**src/rtl/ant_step_scheduler.sv**
```systemverilog
// ============================================================================
// Module   : ant_step_scheduler
// Brief    : Serial ant setup loader and timed step sequencer (move strobe,
//            then a write sweep over a snapshot of all ant positions).
// Revision : 1.0 - initial release
// ============================================================================
`default_nettype none

module ant_step_scheduler #(
  parameter int ANT_num  = 8,
  parameter int X_bits   = 8,
  parameter int Y_bits   = 7,
  parameter int Ant_bits = 16,
  parameter int ID_bits  = (ANT_num > 1) ? $clog2(ANT_num) : 1
) (
  input  logic                        CLOCK_50,
  input  logic                        RESET_SIM_N,
  input  logic                        start_setup,
  input  logic                        run_en,
  input  logic [15:0]                 step_period,
  input  logic                        cfg_valid,
  input  logic [Ant_bits-1:0]         cfg_data,
  output logic                        cfg_ready,
  input  logic [ANT_num*X_bits-1:0]   Ant_X,
  input  logic [ANT_num*Y_bits-1:0]   Ant_Y,
  output logic                        SETUP_MODE,
  output logic                        setup_clk,
  output logic [ID_bits-1:0]          ant_id,
  output logic [Ant_bits-1:0]         ant_data,
  output logic                        newLocClock,
  output logic                        write_flag,
  output logic [X_bits-1:0]           writeLoc_x,
  output logic [Y_bits-1:0]           writeLoc_y,
  output logic                        setup_done,
  output logic [15:0]                 step_count
);

  localparam logic [2:0] c_IDLE     = 3'd0;
  localparam logic [2:0] c_CFG_WAIT = 3'd1;
  localparam logic [2:0] c_CFG_LOAD = 3'd2;
  localparam logic [2:0] c_CFG_NEXT = 3'd3;
  localparam logic [2:0] c_RUN_WAIT = 3'd4;
  localparam logic [2:0] c_MOVE     = 3'd5;
  localparam logic [2:0] c_SETTLE   = 3'd6;
  localparam logic [2:0] c_WRITE    = 3'd7;

  localparam logic [ID_bits-1:0] c_LAST_ID = ID_bits'(ANT_num - 1);

  logic [2:0]                  r_state, w_next;
  logic [15:0]                 r_counter, w_counter_n, w_target;
  logic [ID_bits-1:0]          r_idx, w_idx_n;
  logic [ANT_num*X_bits-1:0]   r_snap_x, w_snap_x_n;
  logic [ANT_num*Y_bits-1:0]   r_snap_y, w_snap_y_n;
  logic [ID_bits-1:0]          r_ant_id, w_ant_id_n;
  logic [Ant_bits-1:0]         r_ant_data, w_ant_data_n;
  logic                        r_setup_mode, w_setup_mode_n;
  logic                        r_setup_done, w_setup_done_n;
  logic [15:0]                 r_step_count, w_step_count_n;
  logic [X_bits-1:0]           r_loc_x, w_loc_x_n;
  logic [Y_bits-1:0]           r_loc_y, w_loc_y_n;
  logic                        r_cfg_ready, r_setup_clk, r_new_loc, r_write_flag;

  // A zero period would never match a counter starting at 0; run it as 1.
  assign w_target = (step_period == 16'd0) ? 16'd0 : step_period - 16'd1;

  // Strobes are registered decodes of the next state, so each is high for
  // exactly the cycle the FSM spends in the matching state.
  always_ff @(posedge CLOCK_50 or negedge RESET_SIM_N) begin
    if (!RESET_SIM_N) begin
      r_state      <= c_IDLE;
      r_counter    <= '0;
      r_idx        <= '0;
      r_snap_x     <= '0;
      r_snap_y     <= '0;
      r_ant_id     <= '0;
      r_ant_data   <= '0;
      r_setup_mode <= 1'b0;
      r_setup_done <= 1'b0;
      r_step_count <= '0;
      r_loc_x      <= '0;
      r_loc_y      <= '0;
      r_cfg_ready  <= 1'b0;
      r_setup_clk  <= 1'b0;
      r_new_loc    <= 1'b0;
      r_write_flag <= 1'b0;
    end else begin
      r_state      <= w_next;
      r_counter    <= w_counter_n;
      r_idx        <= w_idx_n;
      r_snap_x     <= w_snap_x_n;
      r_snap_y     <= w_snap_y_n;
      r_ant_id     <= w_ant_id_n;
      r_ant_data   <= w_ant_data_n;
      r_setup_mode <= w_setup_mode_n;
      r_setup_done <= w_setup_done_n;
      r_step_count <= w_step_count_n;
      r_loc_x      <= w_loc_x_n;
      r_loc_y      <= w_loc_y_n;
      r_cfg_ready  <= (w_next == c_CFG_WAIT);
      r_setup_clk  <= (w_next == c_CFG_LOAD);
      r_new_loc    <= (w_next == c_MOVE);
      r_write_flag <= (w_next == c_WRITE);
    end
  end

  always_comb begin
    w_next = r_state;
    case (r_state)
      c_IDLE: begin
        if (start_setup)                 w_next = c_CFG_WAIT;
        else if (r_setup_done && run_en) w_next = c_RUN_WAIT;
      end
      c_CFG_WAIT: if (cfg_valid && r_cfg_ready) w_next = c_CFG_LOAD;
      c_CFG_LOAD: w_next = c_CFG_NEXT;
      c_CFG_NEXT: w_next = (r_ant_id == c_LAST_ID) ? c_IDLE : c_CFG_WAIT;
      c_RUN_WAIT: begin
        if (start_setup)                         w_next = c_CFG_WAIT;
        else if (run_en && r_counter >= w_target) w_next = c_MOVE;
      end
      c_MOVE:   w_next = c_SETTLE;
      c_SETTLE: w_next = c_WRITE;
      c_WRITE:  w_next = (r_idx == c_LAST_ID) ? c_RUN_WAIT : c_WRITE;
      default:  w_next = c_IDLE;
    endcase
  end

  always_comb begin
    w_counter_n    = r_counter;
    w_idx_n        = r_idx;
    w_snap_x_n     = r_snap_x;
    w_snap_y_n     = r_snap_y;
    w_ant_id_n     = r_ant_id;
    w_ant_data_n   = r_ant_data;
    w_setup_mode_n = r_setup_mode;
    w_setup_done_n = r_setup_done;
    w_step_count_n = r_step_count;
    w_loc_x_n      = '0;
    w_loc_y_n      = '0;
    case (r_state)
      c_IDLE, c_RUN_WAIT: begin
        if (w_next == c_CFG_WAIT) begin
          w_ant_id_n     = '0;
          w_setup_mode_n = 1'b1;
          w_setup_done_n = 1'b0;
        end else if (r_state == c_IDLE && w_next == c_RUN_WAIT) begin
          w_counter_n = '0;
        end else if (r_state == c_RUN_WAIT && w_next == c_RUN_WAIT && run_en) begin
          w_counter_n = r_counter + 16'd1;
        end
      end
      c_CFG_WAIT: if (w_next == c_CFG_LOAD) w_ant_data_n = cfg_data;
      c_CFG_NEXT: begin
        if (r_ant_id == c_LAST_ID) begin
          w_ant_id_n     = '0;
          w_setup_mode_n = 1'b0;
          w_setup_done_n = 1'b1;
        end else begin
          w_ant_id_n = r_ant_id + 1'b1;
        end
      end
      c_SETTLE: begin
        w_snap_x_n = Ant_X;
        w_snap_y_n = Ant_Y;
        w_idx_n    = '0;
      end
      c_WRITE: begin
        if (w_next == c_RUN_WAIT) begin
          w_step_count_n = r_step_count + 16'd1;
          w_counter_n    = '0;
        end else begin
          w_idx_n = r_idx + 1'b1;
        end
      end
      default: ;
    endcase
    // Select from the next snapshot so slot 0 lines up with the first write cycle.
    if (w_next == c_WRITE) begin
      for (int i = 0; i < ANT_num; i++) begin
        if (w_idx_n == ID_bits'(i)) begin
          w_loc_x_n = w_snap_x_n[i*X_bits +: X_bits];
          w_loc_y_n = w_snap_y_n[i*Y_bits +: Y_bits];
        end
      end
    end
  end

  assign cfg_ready   = r_cfg_ready;
  assign SETUP_MODE  = r_setup_mode;
  assign setup_clk   = r_setup_clk;
  assign ant_id      = r_ant_id;
  assign ant_data    = r_ant_data;
  assign newLocClock = r_new_loc;
  assign write_flag  = r_write_flag;
  assign writeLoc_x  = r_loc_x;
  assign writeLoc_y  = r_loc_y;
  assign setup_done  = r_setup_done;
  assign step_count  = r_step_count;

endmodule

`default_nettype wire

```
**config.mk**
```make
export PLATFORM = sky130hd
export DESIGN_NAME = ant_step_scheduler
export DESIGN_NICKNAME = d
export VERILOG_FILES = /design/src/rtl/ant_step_scheduler.sv
export SDC_FILE = /design/constraint.sdc
export NUM_CORES = 1
export LEC_CHECK = 0
export ABC_AREA = 0
export CELL_PAD_IN_SITES_DETAIL_PLACEMENT = 1
export CELL_PAD_IN_SITES_GLOBAL_PLACEMENT = 1
export CORE_MARGIN = 2
export CORE_UTILIZATION = 30
export CTS_BUF_LIST = sky130_fd_sc_hd__clkbuf_4 sky130_fd_sc_hd__clkbuf_8
export CTS_CLUSTER_DIAMETER = 120
export DETAILED_ROUTE_END_ITERATION = 16
export GPL_TIMING_DRIVEN = 0
export PLACE_DENSITY_LB_ADDON = 0.1
export SLEW_MARGIN = 25
export SYNTH_ARGS = -nofsm -noshare
export SYNTH_HDL_FRONTEND = slang
export SYNTH_SLANG_ARGS = --single-unit
export TNS_END_PERCENT = 20
```
**constraint.sdc**
```tcl
create_clock -name CLOCK_50 -period 2.4 [get_ports CLOCK_50]
set_clock_uncertainty 0.1 [all_clocks]
set_input_delay 0.48 -clock CLOCK_50 [delete_from_list [all_inputs] [get_ports CLOCK_50]]
set_output_delay 0.48 -clock CLOCK_50 [all_outputs]
set_load 0.03 [all_outputs]
```
Yosys cells after proc, flatten, opt, wreduce, memory -nomap -nowiden:

Cells that the tools add are included.

* register bits after elaboration: 198
* output and inout port bits: 56
* word-level logic and storage cells: 110

* add/subtract/negate cells: 5
* magnitude comparators: 1
* equality and inequality tests: 26
* muxes and demuxes: 45
* reductions and logical operators: 17

Operators by type and width (number)
* $mux W16: 5
* $mux W8: 9
* $mux W64: 1
* $mux W7: 9
* $mux W56: 1
* $eq A3 B3 Y1 const B: 13
* $add A16 B1 Y16 const B: 2
* $pmux W16 S2: 1
* $mux W3: 8
* $pmux W3 S8: 1
* $ge A16 B16 Y1: 1
* $logic_not A16 Y1: 1
* $sub A16 B1 Y16 const B: 1
* $eq A3 B2 Y1 const B: 5
* $pmux W3 S2: 2
* $eq A3 B1 Y1 const B: 3
* $ne A2 B2 Y1 const B: 4
* $add A3 B1 Y3 const B: 2
* $logic_and A1 B1 Y1: 6
* $logic_not A3 Y1: 2
* $reduce_and A2 Y1: 3
* $mux W1: 5
* $pmux W1 S2: 2
* $reduce_and A4 Y1: 1
* other kinds (5): 6

Logic depth before layout (Yosys ltp):

* word-level depth: 20
* depth in mapped cells: 15

Worst setup path before layout:

OpenSTA, ideal clock, no wires.

* path type: in2reg
* start point: input step_period[11]
* end point: register r_counter[3]
* library setup time: 95 ps
* data arrival time: 3703 ps
* data required time: 2205 ps
* path slack: -1498 ps
* stages: 11
* buffers on the path: 0
* path through: or4_1 > nor4_1 > nand4_1 > and2_1 > ha_1 > nand2b_4 > a2111oi_4 > a2111oi_1 > o311a_4 > or4_4 > o31ai_1

* word-level cells in the longest chain between the ends: 12

Ends and longest elaborated chain
* start, declared: line 20 `input logic [15:0] step_period,`
* $sub A16 B1 Y16 / $logic_not A16 Y1 (equally long branches): line 64 `assign w_target = (step_period == 16'd0) ? 16'd0 : step_period - 16'd1;`
* $mux W16 (*): line 64
* $ge A16 B16 Y1 (*): line 118 `else if (run_en && r_counter >= w_target) w_next = c_MOVE;`
* $logic_and A1 B1 Y1 (*): line 118
* $mux W3 (*): line 118
* $mux W3 (*): line 117 `if (start_setup) w_next = c_CFG_WAIT;`
* $pmux W3 S8 (*): line 108 `case (r_state)`
* $eq A3 B3 Y1: line 145, 147, 167
* $logic_and A1 B1 Y1, on equally long branches: line 145, 147
* $mux W16 / $logic_and A1 B1 Y1 (equally long branches): line 145, 147
* $mux W16 / $ne A3 B3 Y1 (equally long branches)
* $pmux W16 S2 / $reduce_and A4 Y1 (equally long branches)
* end signal, assigned: line 88 `r_counter <= w_counter_n;`
* end, declared: line 50 `logic [15:0] r_counter, w_counter_n, w_target;`

Every way passes the cells marked *; elsewhere a longest branch is shown, timed or not. The select of a mux whose other input is x is not followed.
A chain may end at the register's enable or synchronous reset.

Worst setup path in the final report:

* start point: input step_period[5]
* end point: register r_counter[4]

Same word-level chain as after synthesis.

==> impl_metrics.env <==
export IMPL_relSlewSlack=0.378
export IMPL_finalWorstSetupSlack_ns=-1.14
export IMPL_combPwrFrac=0.287
export IMPL_ir_drop_uv=308
export IMPL_power_leakage_nw=5.92
export IMPL_first_iter_violations=252
export IMPL_worstHoldPathType="reg2reg"
export IMPL_hold_depth=1
export IMPL_multi_input_area_mm2=0.00525
export IMPL_ff2ff_path_depth=8
export IMPL_viasPerCell=4.79
export IMPL_synth_area_leader_cell="dfrtp_1"
export IMPL_hold_slack_ns=0.371
export IMPL_finalHoldViolations=0
export IMPL_swShare=0.328
export IMPL_grt_max_degree=76
export IMPL_fmax_mhz=283
export IMPL_area_delta_synth_final_pct=40.8
export IMPL_synth_cell_type_count=58
export IMPL_rsz0062_at_grt="yes"
export IMPL_route_antenna_remaining_nets=0
export IMPL_postLayoutCoreUtil=0.429
export IMPL_synth_edff_count=0
export IMPL_num_vias=7399
export IMPL_first_pass_iters=4
export IMPL_synth_fp_nets=1016
export IMPL_dieArea_mm2=0.0344
export IMPL_cts_tree="built"
export IMPL_ys_seq_area_frac=0.501
export IMPL_clk_pin_slew_ns=0.09
export IMPL_clock_latency_ns=0.50
export IMPL_setup_tns_ns=-20.41
export IMPL_holdPathEnd="step_count[15]$_DFFE_PN0P_"
export IMPL_track_usage=0.172
export IMPL_cts_root_buf="clkbuf_8"
export IMPL_status="finished with violations"
export IMPL_synthTopCellsByArea="dfrtp_1 50%, mux2_2 17%, mux2i_1 4.4%, ha_1 3.0%, nand2_1 2.4%"
export IMPL_ys_seq_elements=198
export IMPL_pre_cts_slack_ns=-2.50
export IMPL_routed_wl_um=28700
export IMPL_initial_core_util=0.304
export IMPL_worst_slew_pin_transition_ns=0.933
export IMPL_r2r_slack_ns=-0.36
export IMPL_power_share_clock=0.262
export IMPL_syn_inst=835
export IMPL_cellPowerDensity_mw_per_mm2=612
export IMPL_tritoncts_num_buffers=17
export IMPL_fill_cells=3508
export IMPL_htreeDepth=4
export IMPL_violations="setup timing"
export IMPL_reg2reg_from="r_counter[0]$_DFFE_PN0P_"
export IMPL_synth_most_common_cell="dfrtp_1"
export IMPL_crit_required_ns=2.71
export IMPL_internal_power_mw=5.72
export IMPL_grt_pass1_vias=7889
export IMPL_drv_cap=0
export IMPL_async_flop_share=1.00
export IMPL_rows=66
export IMPL_synthesis_area_mm2=0.00988
export IMPL_ys_warn_count=0
export IMPL_design_area_mm2=0.0139
export IMPL_timing_final_crit_period_ns=3.54
export IMPL_fin_nets=1269
export IMPL_dpl_cell_area_mm2=0.0127
export IMPL_seq_power_share=0.451
export IMPL_setup_violations=25
export IMPL_p_sw_mw=2.79
export IMPL_detail_route_wl_per_cell_um=18.6
export IMPL_die_w_um=185
export IMPL_port_buffers=212
export IMPL_slew_violations=0
export IMPL_crit_fanout=5
export IMPL_end_kind="flop"
export IMPL_gp_congestion=0.731
export IMPL_pin_count=213
export IMPL_antenna_found_initial=1
export IMPL_die_y_um=185
export IMPL_yosys_area_top_type_share=0.501
export IMPL_synth_flop_cell="dfrtp_1"
export IMPL_drc=0
export IMPL_clock_sinks=198
export IMPL_grt_pass1_wl_um=45000
export IMPL_cp_arrival_ns=3.85
export IMPL_worstHoldStart="step_count[15]$_DFFE_PN0P_"
export IMPL_grt_ovfl_total=0
export IMPL_regArea_mm2=0.00495
export IMPL_hpwl_um=21200
export IMPL_synth_commonest_cells="198 x dfrtp_1, 148 x mux2_2, 63 x nand2_1, 45 x nor2_1, 43 x mux2i_1"
export IMPL_drive_above_1_share=0.309
export IMPL_avgSynthCellArea_um2=11.8
export IMPL_period_share=1.47
export IMPL_cp_start_kind="primary input"
export IMPL_clockBufferDepth=2
export IMPL_coreArea_mm2=0.0325
export IMPL_critical_path_class="in2reg"
export IMPL_r2r_end="r_counter[4]$_DFFE_PN0P_"
==> sequential cells by signal, indices dropped and copies added, names as in the netlist, 7 cells and up <==
name,cells
r_snap_y,56
r_snap_x,64
ant_data,16
step_count,16
writeLoc_y,7
writeLoc_x,8
r_counter,16
==> worst max-delay path by stage <==
| stage | start | to | cells past startpoint |
|---|---|---|---|
| after global placement | RESET_SIM_N | step_count[15]$_DFFE_PN0P_ | 1 |
| after floorplan | step_period[8] | r_counter[5]$_DFFE_PN0P_ | 11 |
| after global routing | step_period[5] | r_counter[4]$_DFFE_PN0P_ | 13 |
| after CTS | step_period[8] | r_counter[4]$_DFFE_PN0P_ | 12 |
| final | step_period[5] | r_counter[4]$_DFFE_PN0P_ | 13 |
| after detailed placement | step_period[8] | cfg_ready$_DFF_PN0_ | 14 |
==> cell families after synthesis <==
logic type / count (synthesis) / share of synthesized area
and+or+nand+nor: 199 / 0.102
AOI/OAI and AO/OA: 135 / 0.0939
buffers and inverters: 55 / 0.0241
xor gates and xnor gates: 28 / 0.0248
muxes: 196 / 0.224
DFF: 198 / 0.501
adders and majority gates: 24 / 0.0304
==> cell type report <==
cell class / count / share of cell area
Clock buffer: 19 / 0.0183
Clock inverter: 13 / 0.0102
Sequential cell: 198 / 0.356
Multi-Input combinational cell: 582 / 0.377
Inverter: 10 / 0.00270
Timing Repair Buffer: 237 / 0.172
Tap cell: 442 / 0.0397
Buffer: 42 / 0.0237
Antenna cell: 1 / 0.000180
==> power by group through the flow <==
stage,clock network [mW],registers [mW],logic [mW]
after floorplan,0,4.22,0.957
after global placement,0,3.90,2.31
after detailed placement,0,3.91,2.34
after CTS,2.35,3.84,2.44
after global routing,2.47,3.89,2.63
final,2.23,3.84,2.44
==> layout by cell type (no fill, tap or decap), types with 9 or more instances in the layout <==
cell / count
a21oi_1: 32
buf_2: 11
buf_4: 27
buf_6: 12
clkbuf_8: 19
clkdlybuf4s50_1: 198
dfrtp_1: 198
ha_1: 18
mux2_2: 148
mux2i_1: 42
nand2_1: 60
nand2b_1: 9
nand3_1: 18
nor2_1: 42
o211a_1: 11
o21ai_1: 10
o22ai_1: 18
xnor2_1: 12
xor2_1: 16
==> metal layers <==
layer | vias up | GRT usage | share of wire
li1 | 3538 | - | -
met1 | 3706 | 0.231 | 0.46
met2 | 139 | 0.281 | 0.48
met3 | 16 | 0.0421 | 0.051
met4 | 0 | 0.0410 | 0.0088
met5 | - | 0 | 0
==> repair_timing <==
action / CTS / global route
cloned: 1 / 0
hold buffers: 1 / 0
resized for setup: 156 / 67
setup endpoints to repair: 113 / 99
pin swaps: 36 / 39
hold endpoints to repair: 59 / 0
setup buffers: 13 / 8
==> per-stage QoR <==
step,cells,power (mW)
2_1_floorplan,835,5.18
3_3_place_gp,1489,6.20
3_5_place_dp,1491,6.24
4_1_cts,1536,8.63
5_1_grt,1543,8.99
6_report,1544,8.51
==> critical path, stage by stage <==
cell and delay (ns):
buf_8 0.10, or4_4 0.54, buf_6 0.14, nor2_4 0.14
nand4_1 0.20, and2_1 0.20, ha_1 0.26, nand2b_4 0.14
a2111oi_4 0.39, a2111oi_4 0.07, o311a_4 0.40, or4_4 0.60
o31ai_2 0.19
No activity file was read; power rests on OpenSTA's default activity.
